`src/rtl/triangle_uploader.sv`:
```
// triangle_uploader: sends a 3-byte triangle count and then 18 bytes per triangle word to a UART transmitter, every field LSB first.
// Optional feature: define UPLOAD_CHECKSUM_EN to append one byte holding the XOR of all bytes sent.
module triangle_uploader (
    input  logic         clk,
    input  logic         system_rst_n,
    input  logic         start,
    input  logic [23:0]  num_triangles,
    output logic [31:0]  tri_addr,
    output logic         tri_rd,
    input  logic [143:0] tri_rdata,
    output logic [7:0]   tx_data,
    output logic         trmt,
    input  logic         tx_done,
    output logic         busy,
    output logic         done
);

    typedef enum logic [2:0] {
        IDLE     = 3'd0,
        SEND_CNT = 3'd1,
        FETCH    = 3'd2,
        WAIT_RD  = 3'd3,
        SEND_TRI = 3'd4,
`ifdef UPLOAD_CHECKSUM_EN
        CHKSUM   = 3'd5,
`endif
        FINISH   = 3'd6
    } state_t;

    state_t         state_q;
    logic [23:0]    cnt_q;
    logic [23:0]    idx_q;
    logic [4:0]     byte_cnt_q;
    logic [143:0]   shift_q;
    logic [7:0]     tx_data_q;
    logic [31:0]    tri_addr_q;
    logic           trmt_q;
    logic           tri_rd_q;
    logic           busy_q;
    logic           done_q;
`ifdef UPLOAD_CHECKSUM_EN
    logic [7:0]     chk_q;
`endif
    logic [23:0]    idx_inc;

    assign idx_inc  = idx_q + 24'd1;

    assign tri_addr = tri_addr_q;
    assign tri_rd   = tri_rd_q;
    assign tx_data  = tx_data_q;
    assign trmt     = trmt_q;
    assign busy     = busy_q;
    assign done     = done_q;

    // NOTE: every register, the 144-bit shift register included, is a plain flop and is
    // cleared by the async reset; all state uses non-blocking assignments so the
    // default-then-override pattern below resolves to the last assignment.
    always_ff @(posedge clk or negedge system_rst_n) begin
        if (!system_rst_n) begin
            state_q    <= IDLE;
            cnt_q      <= '0;
            idx_q      <= '0;
            byte_cnt_q <= '0;
            shift_q    <= '0;
            tx_data_q  <= '0;
            tri_addr_q <= '0;
            trmt_q     <= 1'b0;
            tri_rd_q   <= 1'b0;
            busy_q     <= 1'b0;
            done_q     <= 1'b0;
`ifdef UPLOAD_CHECKSUM_EN
            chk_q      <= '0;
`endif
        end else begin
            trmt_q   <= 1'b0;
            tri_rd_q <= 1'b0;
            done_q   <= 1'b0;
`ifdef UPLOAD_CHECKSUM_EN
            if (tx_done && (state_q == SEND_CNT || state_q == SEND_TRI))
                chk_q <= chk_q ^ tx_data_q;
`endif
            case (state_q)
                IDLE: begin
                    if (start) begin
                        state_q    <= SEND_CNT;
                        busy_q     <= 1'b1;
                        cnt_q      <= num_triangles;
                        idx_q      <= '0;
                        byte_cnt_q <= '0;
                        trmt_q     <= 1'b1;
                        tx_data_q  <= num_triangles[7:0];
`ifdef UPLOAD_CHECKSUM_EN
                        chk_q      <= '0;
`endif
                    end
                end

                SEND_CNT: begin
                    if (tx_done) begin
                        if (byte_cnt_q == 5'd2) begin
                            byte_cnt_q <= '0;
                            if (cnt_q == 24'd0) begin
`ifdef UPLOAD_CHECKSUM_EN
                                state_q   <= CHKSUM;
                                trmt_q    <= 1'b1;
                                tx_data_q <= chk_q ^ tx_data_q;
`else
                                state_q   <= FINISH;
                                done_q    <= 1'b1;
`endif
                            end else begin
                                state_q    <= FETCH;
                                tri_rd_q   <= 1'b1;
                                tri_addr_q <= {8'd0, idx_q};
                            end
                        end else begin
                            byte_cnt_q <= byte_cnt_q + 5'd1;
                            trmt_q     <= 1'b1;
                            tx_data_q  <= (byte_cnt_q == 5'd0) ? cnt_q[15:8] : cnt_q[23:16];
                        end
                    end
                end

                // tri_rd is raised on entry so the read strobe coincides with the FETCH cycle.
                FETCH: begin
                    state_q <= WAIT_RD;
                end

                WAIT_RD: begin
                    state_q   <= SEND_TRI;
                    shift_q   <= tri_rdata;
                    tx_data_q <= tri_rdata[7:0];
                    trmt_q    <= 1'b1;
                end

                SEND_TRI: begin
                    if (tx_done) begin
                        shift_q <= shift_q >> 8;
                        if (byte_cnt_q == 5'd17) begin
                            byte_cnt_q <= '0;
                            idx_q      <= idx_inc;
                            if (idx_inc == cnt_q) begin
`ifdef UPLOAD_CHECKSUM_EN
                                state_q   <= CHKSUM;
                                trmt_q    <= 1'b1;
                                tx_data_q <= chk_q ^ tx_data_q;
`else
                                state_q   <= FINISH;
                                done_q    <= 1'b1;
`endif
                            end else begin
                                state_q    <= FETCH;
                                tri_rd_q   <= 1'b1;
                                tri_addr_q <= {8'd0, idx_inc};
                            end
                        end else begin
                            byte_cnt_q <= byte_cnt_q + 5'd1;
                            trmt_q     <= 1'b1;
                            tx_data_q  <= shift_q[15:8];
                        end
                    end
                end

`ifdef UPLOAD_CHECKSUM_EN
                CHKSUM: begin
                    if (tx_done) begin
                        state_q <= FINISH;
                        done_q  <= 1'b1;
                    end
                end
`endif

                FINISH: begin
                    state_q <= IDLE;
                    busy_q  <= 1'b0;
                end

                default: begin
                    state_q <= IDLE;
                    busy_q  <= 1'b0;
                end
            endcase
        end
    end

endmodule

```
`config.mk`:
```
export PLATFORM = sky130hd
export DESIGN_NAME = triangle_uploader
export DESIGN_NICKNAME = d
export VERILOG_FILES = /design/src/rtl/triangle_uploader.sv
export SDC_FILE = /design/constraint.sdc
export NUM_CORES = 1
export LEC_CHECK = 0
export CORE_ASPECT_RATIO = 0.5
export CORE_UTILIZATION = 54
export DETAILED_ROUTE_END_ITERATION = 7
export HOLD_SLACK_MARGIN = 0.1
export PLACE_DENSITY_LB_ADDON = 0.1
export SLEW_MARGIN = 30
export SYNTH_ARGS = -nofsm -noshare
export SYNTH_HDL_FRONTEND = slang
export SYNTH_SLANG_ARGS = --single-unit
```
`constraint.sdc`:
```
create_clock -name clk -period 3.7 [get_ports clk]
set_clock_uncertainty 0.05 [all_clocks]
set_input_delay 0.74 -clock clk [delete_from_list [all_inputs] [get_ports clk]]
set_output_delay 0.74 -clock clk [all_outputs]
set_load 0.03 [all_outputs]
```
==> results of run 1 <==
metrics by stage:
step / cells / cell area [um^2] / worst slack (ns)
2_1_floorplan: 1249 / 12150 / 0.3630
3_3_place_gp: 1691 / 14500 / 0.2386
3_5_place_dp: 1691 / 14510 / 0.1226
4_1_cts: 1731 / 15220 / 0.1074
5_1_grt: 1732 / 15250 / 0.03693
6_report: 1732 / 15250 / 0.2035
logic make-up (layout without fill, tap and decap cells):
family,count (synthesis),in the layout
xor gates and xnor gates,51,51
muxes,186,186
adders and majority gates,6,6
buffers and inverters,128,310
and+or+nand+nor,350,350
DFF,228,228
other,1,9
AOI/OAI and AO/OA,292,292
flip-flops by register name, indices dropped and copies added, names as in the netlist:
signal / cells
shift_q: 136
cnt_q: 24
idx_q: 24
tri_addr: 24
tx_data: 8
byte_cnt_q: 5
state_q: 3
busy: 1
done: 1
tri_rd: 1
trmt: 1
area by class of cell:
class                   instances  area share [%]
clock buffers                  31           4.159
repair buffers                245           15.78
clock inverters                 9          0.5414
multi-input cells             893           38.97
inverters                      25          0.6481
flip-flops and latches        228           37.42
well taps                     300           2.461
diodes                          1         0.01641
routing by layer:
| metal | track usage [%] | part of all wire [%] | routed length (um) | vias up |
|---|---|---|---|---|
| met1 | 40.26 | 45 | 15340 | 4836 |
| met5 | 0 | 0 | 0 | - |
| met2 | 47.96 | 46 | 15540 | 312 |
| met4 | 8.222 | 2.2 | 737 | 0 |
| li1 | - | - | - | 4741 |
| met3 | 6.414 | 6.4 | 2172 | 48 |
cells in the mapped netlist, types with 6 or more instances:
cell	n
dfrtp_1	228
o21ai_0	194
nand2_1	179
mux2i_1	139
clkbuf_1	75
nor2_1	56
xnor2_1	28
mux2_2	27
inv_1	23
nand3_1	23
xor2_1	23
mux2_4	19
o31ai_1	16
nor4_1	15
a21oi_1	14
nand4_1	14
a22o_1	11
and3_1	9
buf_2	9
nor3_1	9
a31oi_1	8
buf_1	8
buf_4	8
o22ai_1	7
or4_1	7
ha_1	6
o211ai_1	6
power by group:
group | switching (mW) | total [mW] | internal [mW] | leakage [nW]
sequential | 0.755 | 4.20 | 3.45 | 2.90
combinational | 2.24 | 3.88 | 1.65 | 3.08
clock | 1.03 | 2.25 | 1.22 | 0.353
total | 4.02 | 10.3 | 6.31 | 6.33
how the worst max path moves through the flow:
stage                               to  cells past startpoint
after floorplan           tri_addr[10]                     11
after global placement    tri_addr[23]                     11
after detailed placement  tri_addr[11]                     11
after CTS                 tri_addr[23]                     11
after global routing      tri_addr[23]                      9
final                     tri_addr[23]                      9
==> summary.md, run 1 <==
| Metric | Value |
|---|---|
| Run status | complete, no violations |
| Area fraction in compound gates after synthesis | 14.01% |
| GR Overflow Total | 0 |
| FF-to-FF End | tri_addr[23] |
| # rows | 38 |
| ANT nets after route | 0 |
| Final Core Density | 69.89% |
| Initial antenna violation count | 1 |
| GRT Util Overall | 29.52% |
| Total CTS buffers | 22 |
| Longest Clk Path Bufs | 3 |
| Mapped Area | 12,130 um^2 |
| Post-Synth Adder-Cell Area | 0.6190% |
| Residual DRC | 0 |
| Global-route wire length before repair | 53,340 um |
| Worst Tran Pin Value | 0.8730 ns |
| Layout cells sized above 1 | 9.644% |
| Core area | 21,820 um^2 |
| Vias in the first global route | 9,802 |
| Number of clock sinks | 228 |
| Final hold violation count | 0 |
| CTS tree | done |
| Routability Congestion | about 0.95 |
| Area Overhead vs Synth | 25.76% |
| Fmax | 0.2860 GHz |
| Number of flops mapped to enable cells by yosys | 0 |
| Yosys warns | 0 |
| Clock root buffer | clkbuf_16 |
| Die W | between 200 and 250 um |
| Pwr dens | around 680 nW/um^2 |
| CP Max Fanout | 21 |
| Post-route clock period utilization | a little over nine tenths |
| Total Neg Setup Slack | 0 ns |
| Most common cell after layout, fill and taps aside | dfrtp_1 |
| Min-Delay Path Class | primary input to async pin |
| Worst r2r src | idx_q[3] |
| DR iter-0 viols | 780 |
| Worst R2R Setup Slack | 0.20 ns |
| Largest net degree at the start of global routing | 146 |
| Largest family of logic cells by synthesized area | multiplexers |
| Slew Limit Fails | 0 |
| Leak Pwr | 6.334 nW |
| Via Count | 9,937 |
| Cell count after synthesis | 1,242 |
| Slew HR | about two fifths |
| H-tree levels | 1 |
| CTS-repair resized insts | 0 |
| Min cycle time layout | 3.496 ns |
| CP startpoint | idx_q[3] |
| CP Class | flop to flop |
| Crit path max-delay family | simple AND/OR/NAND/NOR gates |
| Synth area leader | dfrtp_1 |
| Final setup viols | 0 |
| Critical path required time | around 4.1 ns |
| CP max-delay cell | or4_1 |
| Final hold slack | 0.1049 ns |
| Total design power | 10.33 mW |
| Data arrival, critical path | 3.86 ns |
| Top_reg_cell synth | dfrtp_1 |
| Area of the multi-input gates | roughly 6000 um^2 |
| Worst-path clk slew | about 0.07 ns |
| Mean Syn Cell Area | 9.765 um^2 |
| Worst Setup End Kind | flop |
| Hold_buf cts | 0 |
| DPL Wire Length | 24,450 um |
| Synth unique cells | 70 |
| Initial core utilization | 55.57% |
| Asr flop ratio synth | 100.0% |
| Top cells by area, synth | dfrtp_1 47%, mux2i_1 11%, o21ai_0 8.0% |
| Max Cap Viol | 0 |
| FF+latch area | 5707 um^2 |
| Die height | approximately 110 um |
| Die area | 23,100 um^2 |
| Skew-Pair Late Insertion Delay | 0.54 ns |
| RSZ-0062 raised after global routing | no |
| Layout Nets | 1,593 |
| DRT Wirelength | 33,790 um |
| Synth Register Bits | around 230 |
| Vias per cell | 5.737 |
| Synth top area share | between 40% and 50% |
| WL per Instance | 19.51 um |
| Synth Area in Simple Gates | 13.75% |
| Buf/Inv on CP | 2 |
| Worst Reg2Reg Path Length in Cells | 9 |
| CP startpoint kind | flop |
| Filler cells | 1,646 |
| Post-synthesis sequential area ratio | 47.04% |
| Most frequent cells in the layout | 227 x dfrtp_1, 206 x clkdlybuf4s50_1, 194 x o21ai_0, 179 x nand2_1, 139 x mux2i_1 |
| Crit-path cells | nand4_2, or4_1, or3_1, a21oi_1, nor4_1, a211o_2, inv_2, buf_12, mux2_1 |
| Mux cell area share after synthesis | 16.42% |
| Number of port buffers | slightly above 200 |
| # Post-CTS Setup Buffers | 0 |
| Worst ir drop on vdd | between 400 and 500 uV |
| Max incr delay on CP | 0.75 ns |
| Pre-antenna DRT Iters | 5 |
| Xor/xnor share of the synthesized area | 3.683% |
| Ports | 216 |
(Power assumes the default switching activity.)
==> inputs of run 2 (changes only) <==
- CELL_PAD_IN_SITES_DETAIL_PLACEMENT: default -> 1
- CELL_PAD_IN_SITES_GLOBAL_PLACEMENT: default -> 2
- CORE_UTILIZATION: 54 -> 33
==> summary.md, run 2 (synthesized netlist as in run 1, its figures left out) <==
| Metric | Value |
|---|---|
| FF+latch area | 5705 um^2 (was 5707 um^2) |
| Initial antenna violation count | 0 (was 1) |
| Die height | 137.6 um (was 108.0 um) |
| Leak Pwr | 6.512 nW (was 6.334 nW) |
| Post-route clock period utilization | 95.03% (was 94.50%) |
| Vias per cell | 5.167 (was 5.737) |
| Die area | 37,570 um^2 (was 23,100 um^2) |
| Most common cell after layout, fill and taps aside | dfrtp_1 (unchanged) |
| Die W | 273.1 um (was 213.9 um) |
| Residual DRC | 0 (unchanged) |
| Fmax | 0.2844 GHz (was 0.2860 GHz) |
| Layout cells sized above 1 | 10.50% (was 9.644%) |
| Number of clock sinks | 228 (unchanged) |
| Slew Limit Fails | 0 (unchanged) |
| Hold_buf cts | 0 (unchanged) |
| Filler cells | 3,983 (was 1,646) |
| Worst Tran Pin Value | 0.9209 ns (was 0.8730 ns) |
| Most frequent cells in the layout | 228 x dfrtp_1, 206 x clkdlybuf4s50_1, 194 x o21ai_0, 179 x nand2_1, 139 x mux2i_1 (was 227 x dfrtp_1, 206 x clkdlybuf4s50_1, 194 x o21ai_0, 179 x nand2_1, 139 x mux2i_1) |
| Number of port buffers | 207 (unchanged) |
| Final hold slack | 0.1037 ns (was 0.1049 ns) |
| Run status | complete, no violations (unchanged) |
| DRT Wirelength | 38,960 um (was 33,790 um) |
| # Post-CTS Setup Buffers | 0 (unchanged) |
| Final hold violation count | 0 (unchanged) |
| DPL Wire Length | 27,940 um (was 24,450 um) |
| Min-Delay Path Class | primary input to async pin (unchanged) |
| Final setup viols | 0 (unchanged) |
| Post-Place Cells | 1,887 (was 1,691) |
| Clock share of power | 25.4% (was 21.7%) |
| ANT nets after route | 0 (unchanged) |
| Max Cap Viol | 0 (unchanged) |
| Sw Pwr | 4.171 mW (was 4.017 mW) |
| Area of the multi-input gates | 5922 um^2 (was 5944 um^2) |
| DR iter-0 viols | 591 (was 780) |
| Buf/Inv on CP | 2 (unchanged) |
| Skew-Pair Late Insertion Delay | 0.57 ns (was 0.54 ns) |
| CTS-repair resized insts | 0 (unchanged) |
| Pre-antenna DRT Iters | 5 (unchanged) |
| Initial core utilization | 33.64% (was 55.57%) |
| Worst ir drop on vdd | 352.3 uV (was 481.4 uV) |
| Worst-path clk slew | 0.07 ns (about the same) |
| Largest net degree at the start of global routing | 265 (was 146) |
| Ports | 216 (unchanged) |
| Max incr delay on CP | 0.65 ns (was 0.75 ns) |
| Core area | 36,050 um^2 (was 21,820 um^2) |
| RSZ-0062 raised after global routing | no (unchanged) |
| Total Neg Setup Slack | 0 ns (unchanged) |
| Total CTS buffers | 25 (was 22) |
| Combinational power share | 36.8% (was 37.6%) |
| CTS tree | done (unchanged) |
| Max FFs per register | 136 (unchanged) |
| Slew HR | 38.61% (was 41.80%) |
| Top reg by flops | shift_q (unchanged) |
| Global-route wire length before repair | 60,530 um (was 53,340 um) |
| Final Core Density | 43.80% (was 69.89%) |
| CP Class | flop to flop (unchanged) |
| Vias in the first global route | 10,240 (was 9,802) |
| Layout Nets | 1,609 (was 1,593) |
| H-tree levels | 1 (unchanged) |
| Data arrival, critical path | 3.91 ns (was 3.86 ns) |
| Fin cells | 1,931 (was 1,732) |
| ANT cells | 0 (was 1) |
| CP max-delay cell | or4_1 (unchanged) |
| WL per Instance | 20.17 um (was 19.51 um) |
| Routability Congestion | 0.8637 (was 0.9511) |
| Crit-path cells | nand4_2, or4_1, or2_1, a221o_1, nor4_1, and4_1, a211o_2, inv_2, buf_12, mux2_4 (was nand4_2, or4_1, or3_1, a21oi_1, nor4_1, a211o_2, inv_2, buf_12, mux2_1) |
| Pwr dens | 698.7 nW/um^2 (was 677.1 nW/um^2) |
| GRT Util Overall | 20.79% (was 29.52%) |
| Critical path depth | 10 (was 9) |
| Total design power | 11.03 mW (was 10.33 mW) |
| Switching Share | 37.81% (was 38.90%) |
| Min cycle time layout | 3.516 ns (was 3.496 ns) |
| Worst Reg2Reg Path Length in Cells | 10 (was 9) |
| Critical path required time | 4.09 ns (was 4.07 ns) |
| Worst Setup End Kind | flop (unchanged) |
| Int Pwr | 6.860 mW (was 6.310 mW) |
| Via Count | 9,977 (was 9,937) |
| Longest Clk Path Bufs | 3 (unchanged) |
| Clock root buffer | clkbuf_16 (unchanged) |
| CP Max Fanout | 13 (was 21) |
| Flop pwr share | 37.8% (was 40.7%) |
| GR Overflow Total | 0 (unchanged) |
| Crit path max-delay family | simple AND/OR/NAND/NOR gates (unchanged) |
| Area Overhead vs Synth | 30.19% (was 25.76%) |
| CP startpoint kind | flop (unchanged) |
| # rows | 49 (was 38) |
[run 2: changes by cell type in the layout (fill, tap and decap cells not counted), sizes merged]
cell    previous run  this run
buf               39        52
clkinv             8         5
bufinv             0         5
diode              1         0
clkbuf            31        32
[run 2: area by class of cell]
| type | count | area share, % |
|---|---|---|
| Inverter | 25 | 0.6419 |
| Tap cell | 484 | 3.835 |
| Multi-Input combinational cell | 893 | 37.51 |
| Clock inverter | 11 | 1.252 |
| Sequential cell | 228 | 36.14 |
| Timing Repair Buffer | 258 | 16.18 |
| Clock buffer | 32 | 4.446 |
[run 2: worst paths after layout]
| check | end | from | slack (ns) |
|---|---|---|---|
| worst max-delay path | tri_addr[15] | idx_q[4] | 0.18 |
| worst min-delay path | tri_addr[20] | system_rst_n | 0.10 |
| worst max register to register | tri_addr[15] | idx_q[4] | 0.18 |
| worst min register to register | shift_q[11] | shift_q[11] | 0.43 |
| max in group asynchronous | shift_q[85] | system_rst_n | 2.62 |
| min in group clk | shift_q[11] | shift_q[11] | 0.43 |
[run 2: per-stage QoR]
stage / area (um^2) / setup slack [ns]
6_report: 15790 / 0.1839
5_1_grt: 15790 / 0.02015
4_1_cts: 15760 / 0.2018
3_5_place_dp: 14860 / 0.1973
3_3_place_gp: 14860 / 0.3058
2_1_floorplan: 12150 / 0.3630
[run 2: power by group through the flow]
stage / clock network [mW] / logic, mW / registers (mW)
after global routing: 2.98 / 4.56 / 4.29
after detailed placement: 0 / 4.07 / 4.23
after CTS: 2.91 / 4.09 / 4.19
final: 2.80 / 4.06 / 4.17
after floorplan: 0 / 2.68 / 4.06
after global placement: 0 / 3.97 / 4.20
[run 2: metal layers]
layer / part of all wire (%) / track usage (%) / vias up
met1: 45 / 27.61 / 4988
met5: 0 / 0 / -
met2: 49 / 35.29 / 182
met4: 2.2 / 5.214 / 0
li1: - / - / 4762
met3: 3.9 / 3.486 / 45
==> inputs of run 3 (changes only) <==
==> constraint.sdc (replaced) <==
create_clock -name clk -period 3.7 [get_ports clk]
set_clock_uncertainty 0.05 [all_clocks]
set_input_delay 0.555 -clock clk [delete_from_list [all_inputs] [get_ports clk]]
set_output_delay 0.555 -clock clk [all_outputs]
set_load 0.03 [all_outputs]
==> summary.md, run 3 (synthesized netlist as in run 1, its figures left out) <==
| Metric | Value |
|---|---|
| Run status | complete, no violations (unchanged) |
| Die W | 273.1 um (unchanged) |
| Worst Setup End Kind | flop (unchanged) |
| Skew-Pair Late Insertion Delay | 0.54 ns (was 0.57 ns) |
| Min-Delay Path Class | flop to flop (was primary input to async pin) |
| Number of port buffers | 207 (unchanged) |
| Highest metal used | met4 (unchanged) |
| Largest net degree at the start of global routing | 265 (unchanged) |
| GRT Util Overall | 21.05% (was 20.79%) |
| Number of clock sinks | 228 (unchanged) |
| DRT Wirelength | 39,330 um (was 38,960 um) |
| CP Max Fanout | 13 (unchanged) |
| Leak Pwr | 6.374 nW (was 6.512 nW) |
| Total design power | 10.50 mW (was 11.03 mW) |
| Initial core utilization | 33.64% (unchanged) |
| Sw Pwr | 4.124 mW (was 4.171 mW) |
| Core area | 36,050 um^2 (unchanged) |
| CTS tree | done (unchanged) |
| Die height | 137.6 um (unchanged) |
| # rows | 49 (unchanged) |
| Int Pwr | 6.381 mW (was 6.860 mW) |
| DR iter-0 viols | 557 (was 591) |
| Fin cells | 1,923 (was 1,931) |
| Filler cells | 4,043 (was 3,983) |
| CP Class | flop to flop (unchanged) |
| Vias per cell | 5.115 (was 5.167) |
| Clock share of power | 21.8% (was 25.4%) |
| ANT cells | 0 (unchanged) |
| Hold Path Stages | 2 |
| # Post-CTS Setup Buffers | 0 (unchanged) |
| WL per Instance | 20.45 um (was 20.17 um) |
| Die area | 37,570 um^2 (unchanged) |
| Top reg by flops | shift_q (unchanged) |
| Slew Limit Fails | 0 (unchanged) |
| Total CTS buffers | 23 (was 25) |
| Min cycle time layout | 3.628 ns (was 3.516 ns) |
| Final WS setup | 0.07185 ns (was 0.1839 ns) |
| Global-route wire length before repair | 61,090 um (was 60,530 um) |
| Worst-path clk slew | 0.06 ns (was 0.07 ns) |
| Max Cap Viol | 0 (unchanged) |
| Fmax | 0.2756 GHz (was 0.2844 GHz) |
| Flop pwr share | 39.9% (was 37.8%) |
| Data arrival, critical path | 4.00 ns (was 3.91 ns) |
| Clock root buffer | clkbuf_16 (unchanged) |
| DPL Wire Length | 28,540 um (was 27,940 um) |
| Max FFs per register | 136 (unchanged) |
| Ports | 216 (unchanged) |
| Critical path required time | 4.07 ns (was 4.09 ns) |
| H-tree levels | 1 (unchanged) |
| Via Count | 9,837 (was 9,977) |
| ANT nets after route | 0 (unchanged) |
| Vias in the first global route | 10,300 (was 10,240) |
| Residual DRC | 0 (unchanged) |
| Worst Tran Pin Value | 0.9638 ns (was 0.9209 ns) |
| Most frequent cells in the layout | 226 x dfrtp_1, 206 x clkdlybuf4s50_1, 194 x o21ai_0, 179 x nand2_1, 139 x mux2i_1 (was 228 x dfrtp_1, 206 x clkdlybuf4s50_1, 194 x o21ai_0, 179 x nand2_1, 139 x mux2i_1) |
| Most common cell after layout, fill and taps aside | dfrtp_1 (unchanged) |
| Pre-CTS setup slack | 0.1492 ns (was 0.1973 ns) |
| Post-route clock period utilization | 98.06% (was 95.03%) |
| Layout Nets | 1,604 (was 1,609) |
| Final setup viols | 0 (unchanged) |
| Final Core Density | 43.11% (was 43.80%) |
| Initial antenna violation count | 0 (unchanged) |
| Combinational power share | 38.4% (was 36.8%) |
| Pwr dens | 676.0 nW/um^2 (was 698.7 nW/um^2) |
| Worst ir drop on vdd | 553.8 uV (was 352.3 uV) |
| Area Overhead vs Synth | 28.13% (was 30.19%) |
| GR Overflow Total | 0 (unchanged) |
| Post-Place Cells | 1,884 (was 1,887) |
| Switching Share | 39.26% (was 37.81%) |
| WL met3 | 1297 um (was 1512 um) |
| Slew HR | 35.75% (was 38.61%) |
| CP startpoint kind | flop (unchanged) |
| Layout cells sized above 1 | 9.659% (was 10.50%) |
| Worst Reg2Reg Path Length in Cells | 10 (unchanged) |
| Longest Clk Path Bufs | 3 (unchanged) |
| Routability Congestion | 0.8862 (was 0.8637) |
| WL met2 | 19,220 um (was 18,940 um) |
| Pre-antenna DRT Iters | 4 (was 5) |
| Metal-1 WL | 18,120 um (was 17,660 um) |
| Total Neg Setup Slack | 0 ns (unchanged) |
| Final hold violation count | 0 (unchanged) |
## run 3: cell count changes in the layout (fill, tap and decap cells not counted), moves of 2 or more
| cell | delta |
|---|---|
| clkbuf_16 | -2 |
| inv_6 | +2 |
| bufinv_16 | -4 |
| dfrtp_2 | +2 |
| clkinv_2 | -3 |
| clkbuf_8 | -4 |
| buf_4 | -3 |
| dfrtp_1 | -2 |
| clkbuf_1 | +6 |
## run 3: worst paths after layout
path                              start           end  slack (ns)
setup / recovery               idx_q[8]  tri_addr[20]        0.07
hold / removal             shift_q[125]  shift_q[125]        0.43
setup reg to reg               idx_q[8]  tri_addr[20]        0.07
hold reg to reg            shift_q[125]  shift_q[125]        0.43
max in group asynchronous  system_rst_n  tri_addr[11]        2.20
min in group asynchronous  system_rst_n  tri_addr[20]        0.52
## run 3: what timing repair did
action,4_1_cts,5_1_grt
endpoints found under the hold margin,73,0
hold buffers,1,0
resized for setup,0,3
endpoints found under the setup margin,0,20
## run 3: through the flow
stage | area, um^2 | hold slack (ns)
floorplan | 12150 | 0.2094
global placement | 14840 | 0.4107
detailed placement | 14840 | 0.4206
CTS | 15540 | 0.4357
global route | 15540 | 0.4502
finish | 15540 | 0.4318
## run 3: power by group through the flow
stage,logic [mW],registers [mW],clock network [mW]
floorplan,2.68,4.06,0
global placement,3.96,4.22,0
detailed placement,4.08,4.26,0
CTS,4.09,4.21,2.37
global route,4.54,4.31,2.45
finish,4.03,4.19,2.29
## run 3: area by class of cell
class / count / area (um^2) / area share [%]
Clock buffer: 32 / 619.3 / 3.986
Clock inverter: 6 / 67.56 / 0.4348
Inverter: 25 / 101.3 / 0.6522
Multi-Input combinational cell: 893 / 5923 / 38.12
Sequential cell: 228 / 5708 / 36.73
Tap cell: 484 / 605.6 / 3.897
Timing Repair Buffer: 255 / 2515 / 16.18
## run 3: worst max-delay path, cell delays in order (launching register included)
cell     delay, ns
dfrtp_1       0.60
nand3_2       0.36
or4_1         0.67
or2_1         0.30
a221o_1       0.31
nor4_1        0.25
and4_1        0.26
a211o_2       0.17
inv_2         0.07
buf_12        0.16
mux2_4        0.30
## run 3: per-layer routing
layer	track usage, %	vias up
li1	-	4746
met1	28.23	4917
met5	0	-
met3	3.207	44
met2	36.01	130
met4	4.531	0
